### config.mk
export PLATFORM = sky130hd
export DESIGN_NAME = exe_stage
export DESIGN_NICKNAME = d
export VERILOG_FILES = /design/src/rtl/exe_stage.sv
export SDC_FILE = /design/constraint.sdc
export NUM_CORES = 1
export LEC_CHECK = 0
export CORE_MARGIN = 10
export CORE_UTILIZATION = 27
export CTS_CLUSTER_DIAMETER = 40
export DETAILED_ROUTE_END_ITERATION = 6
export SLEW_MARGIN = 20
export SYNTH_ARGS = -nofsm -noshare
export SYNTH_HDL_FRONTEND = slang
export SYNTH_SLANG_ARGS = --single-unit
### constraint.sdc
create_clock -name clk -period 2.5 [get_ports clk]
set_input_delay 0.625 -clock clk [delete_from_list [all_inputs] [get_ports clk]]
set_output_delay 0.625 -clock clk [all_outputs]
set_load 0.05 [all_outputs]
### src/rtl/exe_stage.sv
// rtl/exe_stage.sv - pipeline execute stage with ALU pass-through and iterative multiplier
//
// Purpose: holds one instruction between decode and memory stages. Non-multiply ops
// return the external ALU result combinationally; multiplies run a 32-cycle
// shift-and-add engine and stall the stage until the product is accepted.
//
// Ports:
//   clk, resetn                 clock, asynchronous active-low reset
//   ds_valid / es_allowin       handshake from decode stage
//   ds_alu_control, ds_src1/2   one-hot op and operands from decode
//   ds_mult, ds_dest, ds_gr_we  multiply flag, destination, write enable
//   es_alu_control, es_alu_src1/2  latched op and operands to the ALU
//   alu_result                  combinational ALU result
//   ms_allowin / es_to_ms_valid handshake to memory stage
//   es_result, es_dest, es_gr_we  instruction payload to memory stage
//   es_busy                     multiplier engine active
module exe_stage #(
    parameter int MUL_EN = 1
) (
    input  logic        clk,
    input  logic        resetn,
    input  logic        ds_valid,
    output logic        es_allowin,
    input  logic [11:0] ds_alu_control,
    input  logic [31:0] ds_src1,
    input  logic [31:0] ds_src2,
    input  logic        ds_mult,
    input  logic [4:0]  ds_dest,
    input  logic        ds_gr_we,
    output logic [11:0] es_alu_control,
    output logic [31:0] es_alu_src1,
    output logic [31:0] es_alu_src2,
    input  logic [31:0] alu_result,
    input  logic        ms_allowin,
    output logic        es_to_ms_valid,
    output logic [31:0] es_result,
    output logic [4:0]  es_dest,
    output logic        es_gr_we,
    output logic        es_busy
);

    typedef enum logic [1:0] {
        S_IDLE = 2'd0,
        S_RUN  = 2'd1,
        S_DONE = 2'd2
    } state_t;

    localparam logic LP_MUL_EN = (MUL_EN != 0);

    state_t      r_state;
    state_t      w_next_state;

    logic        r_es_valid;
    logic [11:0] r_ctrl;
    logic [31:0] r_src1;
    logic [31:0] r_src2;
    logic [4:0]  r_dest;
    logic        r_gr_we;
    logic        r_mult;

    logic [31:0] r_product;
    logic [31:0] r_mcand;
    logic [31:0] r_mplier;
    logic [5:0]  r_count;

    logic        w_mult_pending;
    logic        w_ready_go;
    logic        w_load;

    // A latched multiply waits one cycle in IDLE before the engine starts.
    assign w_mult_pending = r_es_valid & r_mult & (r_state == S_IDLE);
    assign w_ready_go     = (r_state == S_DONE) | ((r_state == S_IDLE) & ~w_mult_pending);
    assign es_allowin     = ~r_es_valid | (w_ready_go & ms_allowin);
    assign es_to_ms_valid = r_es_valid & w_ready_go;
    assign w_load         = ds_valid & es_allowin;

    assign es_alu_control = r_ctrl;
    assign es_alu_src1    = r_src1;
    assign es_alu_src2    = r_src2;
    assign es_dest        = r_dest;
    assign es_gr_we       = r_gr_we;
    assign es_busy        = (r_state != S_IDLE);
    assign es_result      = (r_state == S_DONE) ? r_product : alu_result;

    always_ff @(posedge clk or negedge resetn) begin
        if (!resetn) begin
            r_es_valid <= 1'b0;
            r_ctrl     <= '0;
            r_src1     <= '0;
            r_src2     <= '0;
            r_dest     <= '0;
            r_gr_we    <= 1'b0;
            r_mult     <= 1'b0;
        end else begin
            if (es_allowin) begin
                r_es_valid <= ds_valid;
            end
            if (w_load) begin
                r_ctrl  <= ds_alu_control;
                r_src1  <= ds_src1;
                r_src2  <= ds_src2;
                r_dest  <= ds_dest;
                r_gr_we <= ds_gr_we;
                r_mult  <= ds_mult & LP_MUL_EN;
            end
        end
    end

    always_ff @(posedge clk or negedge resetn) begin
        if (!resetn) begin
            r_state <= S_IDLE;
        end else begin
            r_state <= w_next_state;
        end
    end

    always_comb begin
        w_next_state = r_state;
        case (r_state)
            S_IDLE:  if (w_mult_pending) w_next_state = S_RUN;
            // count holds the number of completed steps; the 32nd step ends RUN
            S_RUN:   if (r_count == 6'd31) w_next_state = S_DONE;
            S_DONE:  if (ms_allowin) w_next_state = S_IDLE;
            default: w_next_state = S_IDLE;
        endcase
    end

    always_ff @(posedge clk or negedge resetn) begin
        if (!resetn) begin
            r_product <= '0;
            r_mcand   <= '0;
            r_mplier  <= '0;
            r_count   <= '0;
        end else begin
            if (r_state == S_IDLE && w_mult_pending) begin
                r_product <= '0;
                r_mcand   <= r_src1;
                r_mplier  <= r_src2;
                r_count   <= '0;
            end else if (r_state == S_RUN) begin
                if (r_mplier[0]) begin
                    r_product <= r_product + r_mcand;
                end
                r_mcand  <= {r_mcand[30:0], 1'b0};
                r_mplier <= {1'b0, r_mplier[31:1]};
                r_count  <= r_count + 6'd1;
            end
        end
    end

endmodule
==> out/results.tsv <==
stage	metric	value	unit
status	outcome	finished with violations	
status	failed_checks	negative setup slack	
synth	synth.avg_cell_area	10.69	um^2
synth	synthArstFlopShare	100.0	%
place	io_buffer_count	235	
finish	drive_gt1_share	25.23	%
grt	grt_max_degree	75	
floorplanning	pin_count	236	
clocking	cts.htree.levels	4	
floorplanning	fp.dieH	205.5	um
critical_path	required	2.84	ns
min_path	hp-class	in2async	
synth	synth_edf_count	0	
synth	ys_warn_count	0	
finish	fin_nets	1312	
finish	instances_no_fill	1622	
clocking	clk_pin_slew_worst_paths	0.09	ns
grt	grt_antenna_before_repair	1	
synth	ys.flop_type	dfrtp_1	
sta	maxSlewHeadroom	41.89	%
synth	synth_top_area_share	50.64	%
detailed_routing	vias	7729	
synth	ys_seq_area_share	50.64	%
sta	max_freq	0.3842	GHz
grt	grt_pass1_wl	45.82	mm
clocking	cts_hold_buf	0	
sta	whs	0.1528	ns
finish	fin_area	0.01403	mm^2
clocking	cts_buffer_depth	2	
sta	skew	0.01927	ns
detailed_routing	routedWlPerCell	18.13	um
clocking	cts_sinks	188	
grt	grt_usage	13.54	%
critical_path	crit_slowest_cell	dfrtp_1	
sta	grt_setup_unrepaired	true	
detailed_routing	via_per_inst	4.765	
critical_path	cp-end-kind	flip-flop	
clocking	cts_inserted_buffers	17	
floorplanning	initial_core_util	27.57	%
finish	fillers	3229	
place	gp_congestion	0.8882	
place	place_area	0.01298	mm^2
grt	grt_overflow	0	
detailed_routing	wirelength	29.41	mm
critical_path	critPathKind	reg2reg	
detailed_routing	drc	0	
sta	drv_slew	0	
finish	multi_input_area	0.004672	mm^2
detailed_routing	first_iter_violations	406	
synth	synthTopCellsByCount	188 x dfrtp_1, 186 x nand2_1, 115 x mux2_2	
place	pre_cts_slack	-0.1205	ns
power	power_density	1400	mW/mm^2
synth	syn-num-nets	1021	
critical_path	crit_chain	ha_4 > fa_2 > a21o_1 > a311oi_2 > nor3_2 > o21ai_1 > buf_4 > a21oi_2 > or3_1 > a32o_1	
place	placed_cells	1573	
critical_path	startpoint_type	flip-flop	
critical_path	cpPeakStageDelay	0.42	ns
sta	min_period_over_period	104.1	%
job	max_cap_violations	0	
critical_path	reg2reg_slack	-0.10	ns
floorplanning	fp.dieArea	0.04223	mm^2
sta	tightestPinTransition	0.8716	ns
synth	ys_ff_latch	188	
critical_path	arrival	2.94	ns
synth	synth.area.top_cells	dfrtp_1 51%, mux2_2 14%, nand2_1 7.5%, a22oi_1 5.0%, ha_1 4.3%	
synth	synthCells	869	
synth	synth.cell_area	0.009290	mm^2
sta	fin_ws	-0.1031	ns
floorplanning	rows	67	
critical_path	worst-path-max-fanout	4	
detailed_routing	antenna_left	0	
sta	min_period	2.603	ns
finish	syn_to_final_growth	50.98	%
sta	tns	-0.4646	ns
floorplanning	core-area	0.03370	mm^2
synth	synth_top_cell_by_area	dfrtp_1	
synth	synth.distinct_cells	57	
clocking	cts-root-buf	clkbuf_16	
sta	hold_violations	0	
detailed_routing	first_pass_iters	4	
grt	grt_pass1_vias	8061	
finish	regArea	0.004705	mm^2
power	irDropWorstVdd	0.7424	mV
clocking	clock_latency	0.44	ns
power	p_leak	6.341	nW
clocking	cts_tree	yes	
synth	synth_most_common_cell	dfrtp_1	
place	dp_hpwl	21.02	mm
floorplanning	die_w	205.5	um
sta	finalSetupViolations	20	
-- layer usage --
layer	share of wire, %	global-route usage (%)
met5	0	0
met4	1.2	3.177
met3	5.6	3.900
met2	50	22.35
met1	44	17.10
-- report_power, final --
part	leakage (nW)	internal [mW]	switching, mW
Clock	0.296	1.45	1.40
Combinational	3.73	4.55	6.54
Sequential	2.31	4.50	1.19
-- path summary, 6_finish.rpt --
path	start	end	cells after the start
setup / recovery	r_product[0]	r_product[22]	10
hold / removal	resetn	es_alu_control[9]	1
setup reg to reg	r_product[0]	r_product[22]	10
hold reg to reg	r_mplier[1]	r_mplier[1]	2
max in group asynchronous	resetn	r_product[30]	2
min in group clk	r_mplier[1]	r_mplier[1]	2
-- worst max-delay path: cells and delay by family, from the launching register on --
kind | cells | cell delay [ns]
buffers and inverters | 1 | 0.14
adder cells (fa/ha/maj) | 2 | 0.51
AND/OR/NAND/NOR | 2 | 0.45
AO/OA/AOI/OAI | 5 | 0.97
flip-flops | 1 | 0.42
-- metrics by stage --
stage / util (%) / power, mW
after floorplan: - / 12.48
after global placement: 38.43 / 16.38
after detailed placement: 38.52 / 16.61
after CTS: 40.79 / 19.65
after global routing: 41.61 / 20.99
final: 41.62 / 19.64
-- logic make-up (layout without fill, tap and decap cells) --
logic type | Yosys count | in the layout | share of synthesized area, %
buffers and inverters | 52 | 356 | 2.276
multiplexers | 118 | 118 | 14.26
AO/OA/AOI/OAI | 202 | 202 | 14.60
other | 0 | 1 | 0
XOR/XNOR | 25 | 25 | 2.357
AND/OR/NAND/NOR | 251 | 251 | 11.34
flip-flops | 188 | 188 | 50.64
adder cells (fa/ha/maj) | 33 | 33 | 4.525
-- area by class of cell --
class	instances	area share, %
tap	448	3.996
inverter	7	0.1873
timing repair buffer	317	24.63
clock inverter	14	1.258
clock buffer	18	3.060
antenna	1	0.01784
multi-input combinational	629	33.31
sequential	188	33.54
-- flip-flops by register name (all words and copies together), names as in the netlist --
| register | count |
|---|---|
| r_mcand | 32 |
| es_dest | 5 |
| r_mplier | 32 |
| r_product | 32 |
| r_mult | 1 |
| es_alu_src1 | 32 |
| es_gr_we | 1 |
| r_count | 6 |
| es_alu_src2 | 32 |
| r_es_valid | 1 |
| r_state | 2 |
| es_alu_control | 12 |
-- repair_timing --
action	in CTS	in global routing
gates resized for setup	30	27
setup endpoints to repair	42	44
cloned	0	3
setup buffers	5	8
hold endpoints to repair	0	0
pin swaps	14	6
-- layout by cell type, fill, tap and decap left out, types with 3 or more instances in the layout --
cell type / synthesis / final
xor2_1: 17 / 17
ha_4: 0 / 4
a21oi_2: 2 / 5
inv_1: 7 / 7
a21o_1: 19 / 19
dfrtp_1: 188 / 188
mux2i_1: 3 / 3
a22oi_1: 62 / 62
buf_4: 0 / 71
nor2_1: 21 / 18
inv_8: 0 / 4
a21oi_1: 29 / 26
mux2_2: 115 / 83
and2_1: 6 / 6
and3_1: 6 / 6
o21ai_0: 44 / 42
inv_6: 0 / 4
o211ai_1: 4 / 4
clkbuf_16: 0 / 19
or3_1: 4 / 4
xnor2_1: 8 / 8
o21ai_1: 3 / 4
nand3_1: 6 / 6
buf_12: 0 / 40
a31oi_1: 7 / 6
mux2_4: 0 / 32
clkinv_8: 0 / 3
ha_1: 32 / 28
clkdlybuf4s50_1: 0 / 199
nand2b_1: 6 / 6
o21a_1: 3 / 3
nand2_1: 186 / 185
o31ai_1: 5 / 3
Note: power is estimated with default switching activity, not from simulation.
